**config.mk**
```make
export PLATFORM = sky130hd
export DESIGN_NAME = uart_tx
export DESIGN_NICKNAME = d
export VERILOG_FILES = /design/src/rtl/uart_pkg.sv /design/src/rtl/uart_baud_gen.sv /design/src/rtl/uart_tx.sv
export SDC_FILE = /design/constraint.sdc
export NUM_CORES = 1
export LEC_CHECK = 0
export ABC_CLOCK_PERIOD_IN_PS = 2700
export CAP_MARGIN = 40
export CELL_PAD_IN_SITES_DETAIL_PLACEMENT = 2
export CELL_PAD_IN_SITES_GLOBAL_PLACEMENT = 2
export CORE_ASPECT_RATIO = 1.25
export CORE_MARGIN = 1.5
export CORE_UTILIZATION = 35
export CTS_BUF_LIST = sky130_fd_sc_hd__clkbuf_8
export DETAILED_ROUTE_END_ITERATION = 10
export GPL_TIMING_DRIVEN = 0
export PLACE_DENSITY = 0.81
export SLEW_MARGIN = 20
export SYNTH_ARGS = -nofsm -noshare
export SYNTH_HDL_FRONTEND = slang
export SYNTH_SLANG_ARGS = --single-unit
```
**constraint.sdc**
```tcl
create_clock -name i_clk -period 2.7 [get_ports i_clk]
set_input_delay 0.54 -clock i_clk [delete_from_list [all_inputs] [get_ports i_clk]]
set_output_delay 0.54 -clock i_clk [all_outputs]
set_load 0.01 [all_outputs]
```
**src/rtl/uart_pkg.sv**
```systemverilog
// uart_pkg: shared types and constants for the UART blocks.
//
// Contents:
//   DFIFO_DATA_WIDTH     - width of the data FIFO words (one UART frame payload)
//   UART_BAUD_DIV_WIDTH  - width of the baud divisor register
//   uart_tx_state_t      - transmit FSM state encoding
//   uart_parity          - parity bit helper (even = XOR of data, odd = inverse)
package uart_pkg;

    localparam int DFIFO_DATA_WIDTH    = 8;
    localparam int UART_BAUD_DIV_WIDTH = 16;

    typedef enum logic [2:0] {
        ST_IDLE,
        ST_FETCH,
        ST_LOAD,
        ST_START,
        ST_DATA,
        ST_PARITY,
        ST_STOP
    } uart_tx_state_t;

    function automatic logic uart_parity(
        input logic [DFIFO_DATA_WIDTH-1:0] data,
        input logic                        odd
    );
        return (^data) ^ odd;
    endfunction

endpackage

```
**src/rtl/uart_baud_gen.sv**
```systemverilog
// uart_baud_gen: bit-period timer shared by the UART TX and RX paths.
//
// The divisor is captured on load, so the caller may change its divisor
// input freely afterwards. The counter starts from the divisor, counts
// down to 0 and reloads, giving a bit period of divisor+1 clocks.
// A divisor of 0 therefore gives one tick every clock.
//
// Ports:
//   clk      in   clock
//   rst      in   asynchronous active-high reset
//   load     in   capture divisor and restart the bit period
//   divisor  in   bit period minus one, in clocks
//   tick     out  high in the last clock of each bit period
module uart_baud_gen
    import uart_pkg::*;
#(
    parameter int DIV_WIDTH = UART_BAUD_DIV_WIDTH
) (
    input  logic                 clk,
    input  logic                 rst,
    input  logic                 load,
    input  logic [DIV_WIDTH-1:0] divisor,
    output logic                 tick
);

    logic [DIV_WIDTH-1:0] div_q;
    logic [DIV_WIDTH-1:0] cnt;

    always_ff @(posedge clk or posedge rst) begin
        if (rst) begin
            div_q <= '0;
            cnt   <= '0;
        end else if (load) begin
            div_q <= divisor;
            cnt   <= divisor;
        end else if (cnt == '0) begin
            cnt   <= div_q;
        end else begin
            cnt   <= cnt - 1'b1;
        end
    end

    // The owner ignores tick outside its timed states, so the counter is
    // left free-running between frames instead of being gated.
    assign tick = (cnt == '0);

endmodule

```
**src/rtl/uart_tx.sv**
```systemverilog
// uart_tx: UART transmit engine.
//
// Pops one byte at a time from the data FIFO and sends it as a start bit,
// DATA_WIDTH data bits LSB first, an optional parity bit and one or two
// stop bits. Divisor and frame format are latched when the byte is loaded,
// so configuration changes only affect the next frame.
//
// Optional feature: define UART_TX_PARITY_EN to build the parity state and
// generator. Without it the parity ports are ignored and every frame is
// 8N1 or 8N2.
//
// Ports:
//   i_clk             in   clock
//   i_rst             in   asynchronous active-high reset
//   i_tx_en           in   transmit enable; low blocks new frames only
//   i_baud_div        in   bit period = i_baud_div + 1 clocks
//   i_stop2           in   0 = one stop bit, 1 = two stop bits
//   i_parity_en       in   append parity bit (UART_TX_PARITY_EN builds only)
//   i_parity_odd      in   0 = even parity, 1 = odd parity
//   i_dfifo_empty     in   data FIFO empty flag
//   i_dfifo_data      in   data FIFO output, valid the cycle after a pop
//   o_dfifo_read_req  out  single-cycle pop request
//   o_tx              out  serial line, registered, idle high
//   o_tx_status       out  busy: high whenever the FSM is not idle
module uart_tx
    import uart_pkg::*;
#(
    parameter int DATA_WIDTH     = DFIFO_DATA_WIDTH,
    parameter int BAUD_DIV_WIDTH = UART_BAUD_DIV_WIDTH
) (
    input  logic                      i_clk,
    input  logic                      i_rst,
    input  logic                      i_tx_en,
    input  logic [BAUD_DIV_WIDTH-1:0] i_baud_div,
    input  logic                      i_stop2,
    input  logic                      i_parity_en,
    input  logic                      i_parity_odd,
    input  logic                      i_dfifo_empty,
    input  logic [DATA_WIDTH-1:0]     i_dfifo_data,
    output logic                      o_dfifo_read_req,
    output logic                      o_tx,
    output logic                      o_tx_status
);

    localparam int CNT_W = (DATA_WIDTH > 1) ? $clog2(DATA_WIDTH) : 1;
    localparam logic [CNT_W-1:0] BIT_LAST = CNT_W'(DATA_WIDTH - 1);

    uart_tx_state_t state, state_d;

    logic [DATA_WIDTH-1:0] shreg, shreg_d;
    logic [CNT_W-1:0]      bit_cnt, bit_cnt_d;
    logic                  stop_cnt, stop_cnt_d;
    logic                  stop2_q;
    logic                  tx_q, tx_d;
    logic                  tick;
    logic                  bit_last;
    logic                  stop_last;
    logic                  parity_next;

    // ------------------------------------------------------------------
    // Bit timing
    // ------------------------------------------------------------------
    uart_baud_gen #(
        .DIV_WIDTH (BAUD_DIV_WIDTH)
    ) u_baud_gen (
        .clk     (i_clk),
        .rst     (i_rst),
        .load    (state == ST_LOAD),
        .divisor (i_baud_div),
        .tick    (tick)
    );

    assign bit_last  = (bit_cnt == BIT_LAST);
    // Second stop bit is needed only when two were requested and the
    // first one has already been sent.
    assign stop_last = !stop2_q || stop_cnt;

    // ------------------------------------------------------------------
    // Optional parity
    // ------------------------------------------------------------------
`ifdef UART_TX_PARITY_EN
    logic par_en_q;
    logic par_q;

    // Parity is computed once from the loaded byte; the shift register
    // is destroyed while sending, so it cannot be derived later.
    always_ff @(posedge i_clk or posedge i_rst) begin
        if (i_rst) begin
            par_en_q <= 1'b0;
            par_q    <= 1'b0;
        end else if (state == ST_LOAD) begin
            par_en_q <= i_parity_en;
            par_q    <= (^i_dfifo_data) ^ i_parity_odd;
        end
    end

    assign parity_next = par_en_q;
`else
    logic unused_parity_cfg;
    assign unused_parity_cfg = i_parity_en ^ i_parity_odd;
    assign parity_next       = 1'b0;
`endif

    // ------------------------------------------------------------------
    // FSM: state register
    // ------------------------------------------------------------------
    always_ff @(posedge i_clk or posedge i_rst) begin
        if (i_rst) begin
            state <= ST_IDLE;
        end else begin
            state <= state_d;
        end
    end

    // ------------------------------------------------------------------
    // FSM: next state
    // ------------------------------------------------------------------
    always_comb begin
        state_d = state;
        unique case (state)
            ST_IDLE: begin
                // Pops are only ever requested from FETCH, so gating the
                // entry here is what keeps an empty FIFO from being read.
                if (i_tx_en && !i_dfifo_empty) begin
                    state_d = ST_FETCH;
                end
            end
            ST_FETCH: state_d = ST_LOAD;
            ST_LOAD:  state_d = ST_START;
            ST_START: begin
                if (tick) begin
                    state_d = ST_DATA;
                end
            end
            ST_DATA: begin
                if (tick && bit_last) begin
                    state_d = parity_next ? ST_PARITY : ST_STOP;
                end
            end
`ifdef UART_TX_PARITY_EN
            ST_PARITY: begin
                if (tick) begin
                    state_d = ST_STOP;
                end
            end
`endif
            ST_STOP: begin
                if (tick && stop_last) begin
                    state_d = ST_IDLE;
                end
            end
            default: state_d = ST_IDLE;
        endcase
    end

    // ------------------------------------------------------------------
    // Datapath: shift register and bit counters
    // ------------------------------------------------------------------
    always_comb begin
        shreg_d    = shreg;
        bit_cnt_d  = bit_cnt;
        stop_cnt_d = stop_cnt;
        case (state)
            ST_LOAD: begin
                shreg_d    = i_dfifo_data;
                bit_cnt_d  = '0;
                stop_cnt_d = 1'b0;
            end
            ST_DATA: begin
                if (tick) begin
                    shreg_d   = shreg >> 1;
                    bit_cnt_d = bit_cnt + 1'b1;
                end
            end
            ST_STOP: begin
                if (tick) begin
                    stop_cnt_d = 1'b1;
                end
            end
            default: ;
        endcase
    end

    always_ff @(posedge i_clk or posedge i_rst) begin
        if (i_rst) begin
            shreg    <= '0;
            bit_cnt  <= '0;
            stop_cnt <= 1'b0;
            stop2_q  <= 1'b0;
        end else begin
            shreg    <= shreg_d;
            bit_cnt  <= bit_cnt_d;
            stop_cnt <= stop_cnt_d;
            if (state == ST_LOAD) begin
                stop2_q <= i_stop2;
            end
        end
    end

    // ------------------------------------------------------------------
    // FSM: outputs
    // ------------------------------------------------------------------
    // The line is registered, so its next value is decoded from the next
    // state and next shift-register contents; this makes o_tx change on
    // the same edge the FSM enters each bit.
    always_comb begin
        tx_d = 1'b1;
        case (state_d)
            ST_START: tx_d = 1'b0;
            ST_DATA:  tx_d = shreg_d[0];
`ifdef UART_TX_PARITY_EN
            ST_PARITY: tx_d = par_q;
`endif
            default:  tx_d = 1'b1;
        endcase
    end

    always_ff @(posedge i_clk or posedge i_rst) begin
        if (i_rst) begin
            tx_q <= 1'b1;
        end else begin
            tx_q <= tx_d;
        end
    end

    assign o_tx             = tx_q;
    assign o_dfifo_read_req = (state == ST_FETCH);
    assign o_tx_status      = (state != ST_IDLE);

endmodule
```
== After elaboration in Yosys (flattened, before gate mapping) ==
Cells that the tools add are included.
Cells by class
  $add $sub $neg: 2
  multiply operators: 0
  div/mod/pow operators: 0
  order comparisons: 0
  equal/unequal tests: 10
  shift-type cells: 0
  muxes and demuxes: 14
  bitwise logic cells: 0
  reduce and logical (&&, ||, !) cells: 13
Operator list (count)
  $mux 16: 2
  $pmux 3 s6: 1
  $logic_not 16->1: 1
  $pmux 8 s2: 1
  $sub 16x1->16 const B: 1
  $mux 3: 5
  $eq 3x3->1 const B: 4
  $eq 3x2->1 const B: 3
  $mux 8: 1
  $pmux 3 s2: 1
  $ne 2x2->1 const B: 2
  $pmux 1 s2: 2
  $reduce_and 2->1: 2
  $reduce_bool 2->1: 2
  $add 3x1->3 const B: 1
  $eq 3x1->1 const B: 1
  $logic_and 1x1->1: 3
  $logic_not 3->1: 1
  $reduce_bool 3->1: 1
  $logic_not 1->1: 2
  $logic_or 1x1->1: 1
  $mux 1: 1
Storage, ports and cells
  register bits after elaboration: 49
  bits in latches: 0
  RAM bits: 0
  ROM bits: 0
  input port bits: 31
  output and inout bits: 3
  memories: 0

== Logic depth before layout (Yosys ltp) ==
Gate-level depths: netlist of run 1.
  word-level depth: 7
  mapped depth: 9
  mapped depth without buffers: 7

== By module ==
Synthesis of run 1 repeated with hierarchy kept, for this count alone.
Unflattened totals
  cells, all modules: 257
  area total of the unflattened synthesis: 2582.5 um^2
Modules (own cells, without submodules)
  uart_baud_gen: times used 1, cells an instance 181, area each 1736.7 um^2, sequential area each 800.8 um^2
  uart_tx: times used 1, cells an instance 76, area each 845.8 um^2, sequential area each 426.7 um^2

== Worst setup path after synthesis of run 1 ==
Ideal clock, no wire load.
  path kind: flip-flop to flip-flop
  start: register u_baud_gen.cnt[0]
  end: register state[0]
  library setup time: 121 ps
  arrival time: 1880 ps
  data required time: 2579 ps
  slack: 700 ps
  stages on the path, launching flop included: 10
  cell sequence: dfrtp_1 > inv_1 > ha_1 > clkbuf_1 > nor4b_1 > and4_1 > clkbuf_1 > nand2_1 > a21oi_1 > nor2_1
On the way
  cells in the longest elaborated chain, start to end: 4
Ends and longest elaborated chain
  start: declaration: RTL line uart_baud_gen.sv:27  | logic [DIV_WIDTH-1:0] cnt;
  start signal: assignment: RTL line uart_baud_gen.sv:35  | cnt <= divisor;
  start signal: assignment: RTL line uart_baud_gen.sv:37  | cnt <= div_q;
  start signal: assignment: RTL line uart_baud_gen.sv:39  | cnt <= cnt - 1'b1;
  $logic_not 16->1 (*): RTL line uart_baud_gen.sv:45  | assign tick = (cnt == '0);
  $logic_and 1x1->1 (on tied branches): RTL line uart_tx.sv:148, uart_tx.sv:136
  $mux 3 (on tied branches): RTL line uart_tx.sv:148, uart_tx.sv:136
  $pmux 3 s6 (*): RTL line uart_tx.sv:120  | unique case (state)
  net state_d[0]: RTL line uart_tx.sv:48  | uart_tx_state_t state, state_d;
  end signal: assignment: RTL line uart_tx.sv:111  | state <= state_d;
  end: declaration: RTL line uart_tx.sv:48
The timed path passes the listed nets; every way through them passes the cells marked *.
A chain may end at the register's enable or synchronous reset.

== Final worst setup path of run 1 ==
  start: register state[0]
  end: output o_dfifo_read_req
On the way
  cells in the longest elaborated chain, start to end: 1
Ends and longest elaborated chain
  $eq 3x1->1: RTL line uart_tx.sv:227  | assign o_dfifo_read_req = (state == ST_FETCH);
  end: declaration: RTL line uart_tx.sv:40  | output logic o_dfifo_read_req,
No other way between the ends.

==> impl_metrics.env, run 1 <==
export IMPL_num_antenna_cells=0
export IMPL_hold_path_class="reg -> reg"
export IMPL_track_usage_pct=20.3
export IMPL_maxSlewHeadroom_pct=60.3
export IMPL_cts_buffers=5
export IMPL_worstPathArrival_ns=1.84
export IMPL_period_minus_slack_ns=2.38
export IMPL_post_route_period_util_pct=88.1
export IMPL_avgSynthCellArea_sq_um=9.20
export IMPL_cts_sink_count=49
export IMPL_grt_pass1_vias=2285
export IMPL_clockBufferDepth=2
export IMPL_hold_viol=0
export IMPL_p_per_area_mw_per_mm2=727
export IMPL_setup_viol_count_final=0
export IMPL_drive_gt1_share_pct=6.35
export IMPL_muxShareOfSynthArea_pct=2.14
export IMPL_grt_overflow=0
export IMPL_final_common_cell="nand2_1"
export IMPL_netlist_instances=261
export IMPL_drv_slew=0
export IMPL_p_leak_nw=1.32
export IMPL_cp_slowest_cell="clkdlybuf4s50_1"
export IMPL_clock_skew_ns=0.00550
export IMPL_max_cap_viol_count=0
export IMPL_cts_tree="done"
export IMPL_synth_compound_area_share_pct=14.2
export IMPL_antenna_found_initial=0
export IMPL_yosys_area_share_simple_pct=23.9
export IMPL_rows=33
export IMPL_syn_to_final_growth_pct=21.8
export IMPL_synth_ff_latch_count=49
export IMPL_grt_max_degree=32
export IMPL_crit_required_ns=2.16
export IMPL_vias=2049
export IMPL_crit_type="reg -> out"
export IMPL_gp_congestion=0.745
export IMPL_clk_latency_ns=0.31
export IMPL_cp_start_kind="register"
export IMPL_firstDrtPassIters=4
export IMPL_synthAdderAreaFrac_pct=1.56
export IMPL_htreeDepth=2
export IMPL_die_area_sq_mm=0.00737
export IMPL_start_util_pct=36.3
export IMPL_antenna_left=0
export IMPL_worstPathCellList="clkbuf_1 > inv_1 > nor3_1 > clkdlybuf4s50_1"
export IMPL_fp_dieW_um=77.1
export IMPL_grt_first_pass_wirelength_um=11400
export IMPL_final_cell_mix="nand2_1, dfrtp_1, clkdlybuf4s50_1"
export IMPL_outcome="completed"
export IMPL_routed_via_density=5.31
export IMPL_crit_path_max_fanout=10
export IMPL_clock_fmax_mhz=420
export IMPL_netlist_area_sq_mm=0.00240
export IMPL_io_pins=34
export IMPL_synth_top_cell_area_share_pct=50.0
export IMPL_drt_iter0_drc=49
export IMPL_synth_top_area_cell="dfrtp_1"
export IMPL_synth_top_family_by_area="simple AND/OR/NAND/NOR gates"
export IMPL_dp_hpwl_um=4820
export IMPL_post_cts_repair_setup_buffers=0
export IMPL_synth_xor_area_share_pct=3.65
export IMPL_drt_total_wl_um=6610
export IMPL_wl_per_cell_um=17.1
export IMPL_max_stage_delay_ns=0.56
export IMPL_synth_seq_area_share_pct=51.1
export IMPL_ys_warn_count=0
export IMPL_peakVddDrop_mv=0.293
export IMPL_syn_nets=295
export IMPL_port_buffers=31
export IMPL_die_h_um=95.6
export IMPL_dp_cells=380
export IMPL_coreArea_sq_mm=0.00661
export IMPL_finalNonFillerCells=386
export IMPL_end_kind="output port"
export IMPL_clkTransAtPathRegs_ns=0.09
export IMPL_n_fill_cell=732
export IMPL_final_nets=333
export IMPL_synth_area_top_cells="dfrtp_1, nand2_1, o21ai_0, a22o_1, nor2_1"
export IMPL_drc_errors=0
export IMPL_ys_types=38
export IMPL_rsz0062_at_grt="false"
export IMPL_worstMarginPinSlew_ns=0.590
export IMPL_root_buffer="clkbuf_8"
export IMPL_total_power_mw=2.13
critical path: cells and delay by family (launching register included):
kind                   cells  cell delay [ns]
DFF                        1             0.34
buffers and inverters      3             1.04
and+or+nand+nor            1             0.15
routing by layer:
| metal | up-vias | track usage (%) | wire length [um] |
|---|---|---|---|
| li1 | 969 | - | - |
| met1 | 1041 | 23.6 | 2790 |
| met2 | 30 | 37.3 | 3500 |
| met3 | 9 | 3.44 | 188 |
| met4 | 0 | 7.88 | 131 |
| met5 | - | 0 | 0 |
kinds of logic after synthesis:
family / after synthesis
simple gates: 119
compound gates: 54
flops: 49
buf+inv: 21
xor+xnor: 10
mux: 5
fa+ha+maj: 3
cells in the mapped netlist (all sizes together):
| cell type | count |
|---|---|
| o221a | 1 |
| buf | 2 |
| nor3b | 1 |
| xnor2 | 5 |
| nor2b | 1 |
| mux2i | 4 |
| nand3 | 6 |
| nand2b | 4 |
| nand4 | 5 |
| xor2 | 5 |
| a211oi | 1 |
| nor3 | 6 |
| or3 | 3 |
| mux2 | 1 |
| a31oi | 3 |
| and4 | 1 |
| a21o | 6 |
| o221ai | 1 |
| a22o | 6 |
| nor4 | 4 |
| nand3b | 2 |
| dfrtp | 48 |
| and3 | 1 |
| a21oi | 6 |
| clkbuf | 12 |
| nor4b | 2 |
| dfstp | 1 |
| nand2 | 70 |
| inv | 7 |
| a221oi | 1 |
| ha | 3 |
| nor2 | 13 |
| o21ai | 26 |
| o211ai | 3 |
area by class of cell:
class	instances	area, sq um	area share (%)
Inverter	7	26.3	0.898
Clock buffer	6	82.6	2.82
Clock inverter	1	3.75	0.128
Buffer	13	53.8	1.84
Multi-Input combinational cell	191	1090	37.3
Tap cell	87	109	3.72
Timing Repair Buffer	32	330	11.3
Sequential cell	49	1230	42.0
power breakdown:
part / leakage (nW) / internal (mW) / switching (mW)
Combinational: 0.678 / 0.258 / 0.269
Sequential: 0.590 / 0.938 / 0.217
Clock: 0.0485 / 0.200 / 0.246
final timing paths:
kind	from	end	slack, ns	depth (start not counted)
max in group asynchronous	i_rst	o_tx	1.58	3
min in group asynchronous	i_rst	state[2]	0.55	2
worst max register to register	u_baud_gen.cnt[0]	state[1]	0.33	8
worst max-delay path	state[0]	o_dfifo_read_req	0.32	4
worst min-delay path	u_baud_gen.div_q[6]	u_baud_gen.div_q[6]	0.47	2
worst min register to register	u_baud_gen.div_q[6]	u_baud_gen.div_q[6]	0.47	2
per-stage QoR:
step,instance area [sq um],setup TNS [ns],utilization (%),setup slack [ns],hold WS [ns]
floorplan,2400,0,-,0.700,0.440
global placement,2820,-2.52,42.7,-0.0544,0.452
detailed placement,2840,0,43.0,0.0232,0.458
CTS,2930,0,44.3,0.0496,0.479
global route,2930,0,44.3,0.0696,0.516
finish,2930,0,44.3,0.321,0.473
registers in the layout, summed over array words and instances, names as in the netlist:
name and flops:
shreg 8, stop2_q 1, state 3, o_tx 1, stop_cnt 1, u_baud_gen.div_q 16, bit_cnt 3, u_baud_gen.cnt 16
what timing repair did:
action | 4_1_cts | 5_1_grt
hold buffers | 0 | 0
setup endpoints to repair | 0 | 18
gates resized for setup | 0 | 4
(Power assumes the default switching activity.)
==> run 2: changes to the inputs <==
Settings changed: CELL_PAD_IN_SITES_DETAIL_PLACEMENT 2 to 1, REMOVE_ABC_BUFFERS set to 1.
==> impl_metrics.env, run 2 (synthesis gave the netlist of run 1 again) <==
export IMPL_p_per_area_mw_per_mm2=727
export IMPL_total_power_mw=2.14
export IMPL_r2r_end="bit_cnt[0]"
export IMPL_holdPathEnd="u_baud_gen.div_q[6]"
export IMPL_wl_per_cell_um=14.3
export IMPL_rsz0062_at_grt="false"
export IMPL_die_area_sq_mm=0.00737
export IMPL_antenna_left=0
export IMPL_crit_path_max_fanout=9
export IMPL_coreArea_sq_mm=0.00661
export IMPL_cts_tree="done"
export IMPL_hold_path_class="reg -> reg"
export IMPL_drt_total_wl_um=5370
export IMPL_num_antenna_cells=0
export IMPL_fp_dieW_um=77.1
export IMPL_drc_errors=0
export IMPL_final_cell_mix="nand2_1, dfrtp_1, clkdlybuf4s50_1"
export IMPL_drive_gt1_share_pct=7.61
export IMPL_vias=1916
export IMPL_hp_start="u_baud_gen.div_q[6]"
export IMPL_rows=33
export IMPL_placed_cell_area_sq_mm=0.00283
export IMPL_holdPathStages=2
export IMPL_track_usage_pct=16.5
export IMPL_r2r_start="u_baud_gen.cnt[4]"
export IMPL_clockBufferDepth=2
export IMPL_cts_sink_count=49
export IMPL_peakVddDrop_mv=0.265
export IMPL_period_minus_slack_ns=2.42
export IMPL_p_leak_nw=1.32
export IMPL_pre_cts_ws_ns=0.0662
export IMPL_final_common_cell="nand2_1"
export IMPL_hold_buffers=0
export IMPL_grt_max_degree=32
export IMPL_clkTransAtPathRegs_ns=0.09
export IMPL_layout_setup_ws_ns=0.282
export IMPL_antenna_found_initial=0
export IMPL_clk_latency_ns=0.31
export IMPL_gp_congestion=0.749
export IMPL_htreeDepth=2
export IMPL_cts_buffers=5
export IMPL_final_nets=322
export IMPL_post_route_period_util_pct=89.5
export IMPL_worstMarginPinSlew_ns=0.628
export IMPL_clock_skew_ns=0.00550
export IMPL_hold_viol=0
export IMPL_setup_viol_count_final=0
export IMPL_cts_repair_resized=0
export IMPL_start_util_pct=36.3
export IMPL_max_cap_viol_count=0
export IMPL_port_buffers=31
export IMPL_root_buffer="clkbuf_8"
export IMPL_firstDrtPassIters=4
export IMPL_clock_fmax_mhz=414
export IMPL_outcome="completed"
export IMPL_end_kind="register"
export IMPL_n_fill_cell=775
export IMPL_top_regs="u_baud_gen.cnt x16, u_baud_gen.div_q x16, shreg x8"
export IMPL_r2r_slack_ns=0.28
export IMPL_die_h_um=95.6
export IMPL_postLayoutCellArea_sq_mm=0.00295
export IMPL_dp_hpwl_um=3910
export IMPL_reg2regPathDepth=6
export IMPL_io_pins=34
export IMPL_drt_iter0_drc=55
export IMPL_drv_slew=0
export IMPL_grt_overflow=0
export IMPL_crit_required_ns=2.90
export IMPL_grt_pass1_vias=1982
export IMPL_post_cts_repair_setup_buffers=0
export IMPL_syn_to_final_growth_pct=22.7
export IMPL_cp_start_kind="register"
export IMPL_worstPathArrival_ns=2.62
export IMPL_grt_first_pass_wirelength_um=9490
export IMPL_maxSlewHeadroom_pct=58.1
export IMPL_final_util_pct=44.6
export IMPL_crit_type="reg -> reg"
export IMPL_routed_via_density=5.10
-- run 2: worst max-delay path by stage --
stage                                   from          to  slack (ns)  depth (start not counted)
final                      u_baud_gen.cnt[4]  bit_cnt[0]        0.28                          6
after global routing       u_baud_gen.cnt[4]  bit_cnt[0]        0.09                          6
after CTS                 u_baud_gen.cnt[12]  bit_cnt[0]        0.05                          6
after detailed placement  u_baud_gen.cnt[12]  bit_cnt[0]        0.07                          6
after global placement              state[1]  bit_cnt[0]       -0.82                          4
after floorplan                     state[1]  bit_cnt[0]        0.30                          4
-- run 2: stage by stage --
step	hold WS (ns)	cells	TNS, ns
after floorplan	0.440	247	0
after global placement	0.452	365	-15.16
after detailed placement	0.458	368	0
after CTS	0.482	376	0
after global routing	0.500	376	0
final	0.478	376	0
-- run 2: critical path, cell delays in order (launching register included) --
cell and delay (ns):
dfrtp_1 0.45, nor4_4 0.54, nand3_2 0.21, nor4_4 0.40
buf_2 0.27, nor2_1 0.14, mux2_2 0.31
-- run 2: where the power goes --
group	total, mW	internal, mW	switching (mW)
combinational	0.510	0.261	0.249
clock	0.478	0.232	0.246
sequential	1.15	0.938	0.215
-- run 2: layout make-up --
class / instances / area (sq um) / share of cell area (%)
clock buffer: 7 / 96.3 / 3.27
clock inverter: 1 / 5.00 / 0.170
inverter: 7 / 26.3 / 0.892
multi-input combinational: 191 / 1120 / 38.0
sequential: 49 / 1230 / 41.7
tap: 87 / 109 / 3.70
timing repair buffer: 34 / 363 / 12.3
-- run 2: per-layer routing --
layer,GRT usage (%),wire length [um],part of all wire (%)
met4,5.91,83,1.5
met5,0,0,0
met2,29.0,2700,50
met1,20.1,2420,45
met3,3.25,160,3.0
==> run 3: changes to the inputs <==
--- a/config.mk
+++ b/config.mk
@@ -6,5 +6,5 @@
 export NUM_CORES = 1
 export LEC_CHECK = 0
-export ABC_CLOCK_PERIOD_IN_PS = 2700
+export ABC_CLOCK_PERIOD_IN_PS = 2300
 export CAP_MARGIN = 40
 export CELL_PAD_IN_SITES_DETAIL_PLACEMENT = 1
@@ -16,5 +16,5 @@
 export DETAILED_ROUTE_END_ITERATION = 10
 export GPL_TIMING_DRIVEN = 0
-export PLACE_DENSITY = 0.81
+export PLACE_DENSITY = 0.84
 export REMOVE_ABC_BUFFERS = 1
 export SLEW_MARGIN = 20
==> constraint.sdc (replaced) <==
create_clock -name i_clk -period 2.3 [get_ports i_clk]
set_input_delay 0.46 -clock i_clk [delete_from_list [all_inputs] [get_ports i_clk]]
set_output_delay 0.46 -clock i_clk [all_outputs]
set_load 0.05 [all_outputs]
==> impl_metrics.env, run 3 (synthesis gave the netlist of run 1 again) <==
export IMPL_outcome="completed"
export IMPL_hold_viol=0
export IMPL_firstDrtPassIters=4
export IMPL_final_cell_mix="nand2_1, dfrtp_1, clkdlybuf4s50_1"
export IMPL_die_h_um=95.6
export IMPL_track_usage_pct=16.1
export IMPL_num_antenna_cells=0
export IMPL_worstPathArrival_ns=1.68
export IMPL_die_area_sq_mm=0.00737
export IMPL_clkPwrFrac_pct=19.5
export IMPL_r2r_start="u_baud_gen.cnt[3]"
export IMPL_post_route_period_util_pct=93.1
export IMPL_cp_start_kind="register"
export IMPL_cts_sink_count=49
export IMPL_clock_fmax_mhz=467
export IMPL_crit_path_max_fanout=10
export IMPL_swShare_pct=33.8
export IMPL_maxSlewHeadroom_pct=57.1
export IMPL_final_common_cell="nand2_1"
export IMPL_drc_errors=0
export IMPL_start_util_pct=36.3
export IMPL_grt_max_degree=32
export IMPL_drt_total_wl_um=5340
export IMPL_crit_type="reg -> out"
export IMPL_root_buffer="clkbuf_8"
export IMPL_p_leak_nw=1.33
export IMPL_rsz0062_at_grt="false"
export IMPL_clock_skew_ns=0.00225
export IMPL_crit_required_ns=1.84
export IMPL_fp_dieW_um=77.1
export IMPL_p_per_area_mw_per_mm2=836
export IMPL_worstMarginPinSlew_ns=0.642
export IMPL_gp_congestion=0.780
export IMPL_antenna_left=0
export IMPL_finalNonFillerCells=379
export IMPL_cts_buffers=5
export IMPL_hp_start="u_baud_gen.div_q[6]"
export IMPL_vias=1960
export IMPL_setup_viol_count_final=0
export IMPL_dp_cells=368
export IMPL_max_stage_delay_ns=0.56
export IMPL_n_fill_cell=779
export IMPL_clkTransAtPathRegs_ns=0.09
export IMPL_grt_first_pass_wirelength_um=9310
export IMPL_drive_gt1_share_pct=8.90
export IMPL_htreeDepth=2
export IMPL_p_switching_mw=0.836
export IMPL_regArea_sq_mm=0.00123
export IMPL_final_util_pct=44.8
export IMPL_grt_overflow=0
export IMPL_p_int_mw=1.64
export IMPL_dp_hpwl_um=3870
export IMPL_r2r_slack_ns=0.22
export IMPL_period_minus_slack_ns=2.14
export IMPL_top_regs="u_baud_gen.cnt x16, u_baud_gen.div_q x16, shreg x8"
export IMPL_coreArea_sq_mm=0.00661
export IMPL_wl_per_cell_um=14.1
export IMPL_end_kind="output port"
export IMPL_cp_slowest_cell="dfrtp_1"
export IMPL_syn_to_final_growth_pct=23.1
export IMPL_routed_via_density=5.17
export IMPL_io_pins=34
export IMPL_drt_iter0_drc=51
export IMPL_multiInputGateArea_sq_mm=0.00113
export IMPL_drv_slew=0
export IMPL_port_buffers=31
export IMPL_max_cap_viol_count=0
export IMPL_p_comb_share_pct=25.4
export IMPL_crit_start="state[0]"
export IMPL_peakVddDrop_mv=0.382
export IMPL_hold_path_class="reg -> reg"
export IMPL_clockBufferDepth=2
export IMPL_total_power_mw=2.47
export IMPL_p_seq_share_pct=55.1
export IMPL_grt_pass1_vias=1965
export IMPL_hold_buffers=0
export IMPL_clk_latency_ns=0.30
export IMPL_whs_ns=0.473
export IMPL_cts_tree="done"
export IMPL_antenna_found_initial=0
export IMPL_rows=33
export IMPL_final_nets=325
export IMPL_worstPathCellList="inv_1 > nor3_1 > dlygate4sd2_1"
## run 3: power by group through the flow
stage / clock, mW / combinational, mW / sequential [mW]
after floorplan: 0 / 0.456 / 1.31
after global placement: 0 / 0.580 / 1.36
after detailed placement: 0 / 0.605 / 1.37
after CTS: 0.508 / 0.633 / 1.36
after global routing: 0.538 / 0.727 / 1.40
final: 0.483 / 0.627 / 1.36
## run 3: area by class of cell
type                       instances  share of cell area [%]
sequential                        49                    41.5
multi-input combinational        191                    38.2
timing repair buffer              37                    12.9
tap                               87                    3.68
clock buffer                       5                    2.33
inverter                           7                   0.889
clock inverter                     3                   0.466
## run 3: metrics by stage
stage               instance area, sq um  worst slack [ns]  TNS [ns]
global route                        2960            0.0354         0
global placement                    2770             -1.26    -49.31
finish                              2960             0.159         0
detailed placement                  2830           -0.0872   -0.0969
floorplan                           2350           -0.0960   -0.0960
CTS                                 2930            0.0128         0
## run 3: routing by layer
metal	global-route usage, %	routed length (um)
met1	19.3	2410
met2	29.5	2760
met3	2.30	113
met4	5.45	62
met5	0	0
## run 3: what timing repair did
action	in CTS	in global routing
endpoints found under the setup margin	9	22
resized for setup	3	4
buffers inserted	2	1
endpoints found under the hold margin	0	0
pin swaps	2	1
## run 3: final timing paths
path,endpoint,cells after the start
worst min register to register,u_baud_gen.div_q[6],2
worst min-delay path,u_baud_gen.div_q[6],2
worst max register to register,bit_cnt[0],6
min in group asynchronous,stop2_q,2
worst max-delay path,o_dfifo_read_req,3
max in group asynchronous,o_tx,3
## run 3: critical path, delay by kind of cell (launching register included)
family	cells	cell delay, ns
simple gates	1	0.14
flops	1	0.56
buf+inv	2	0.69
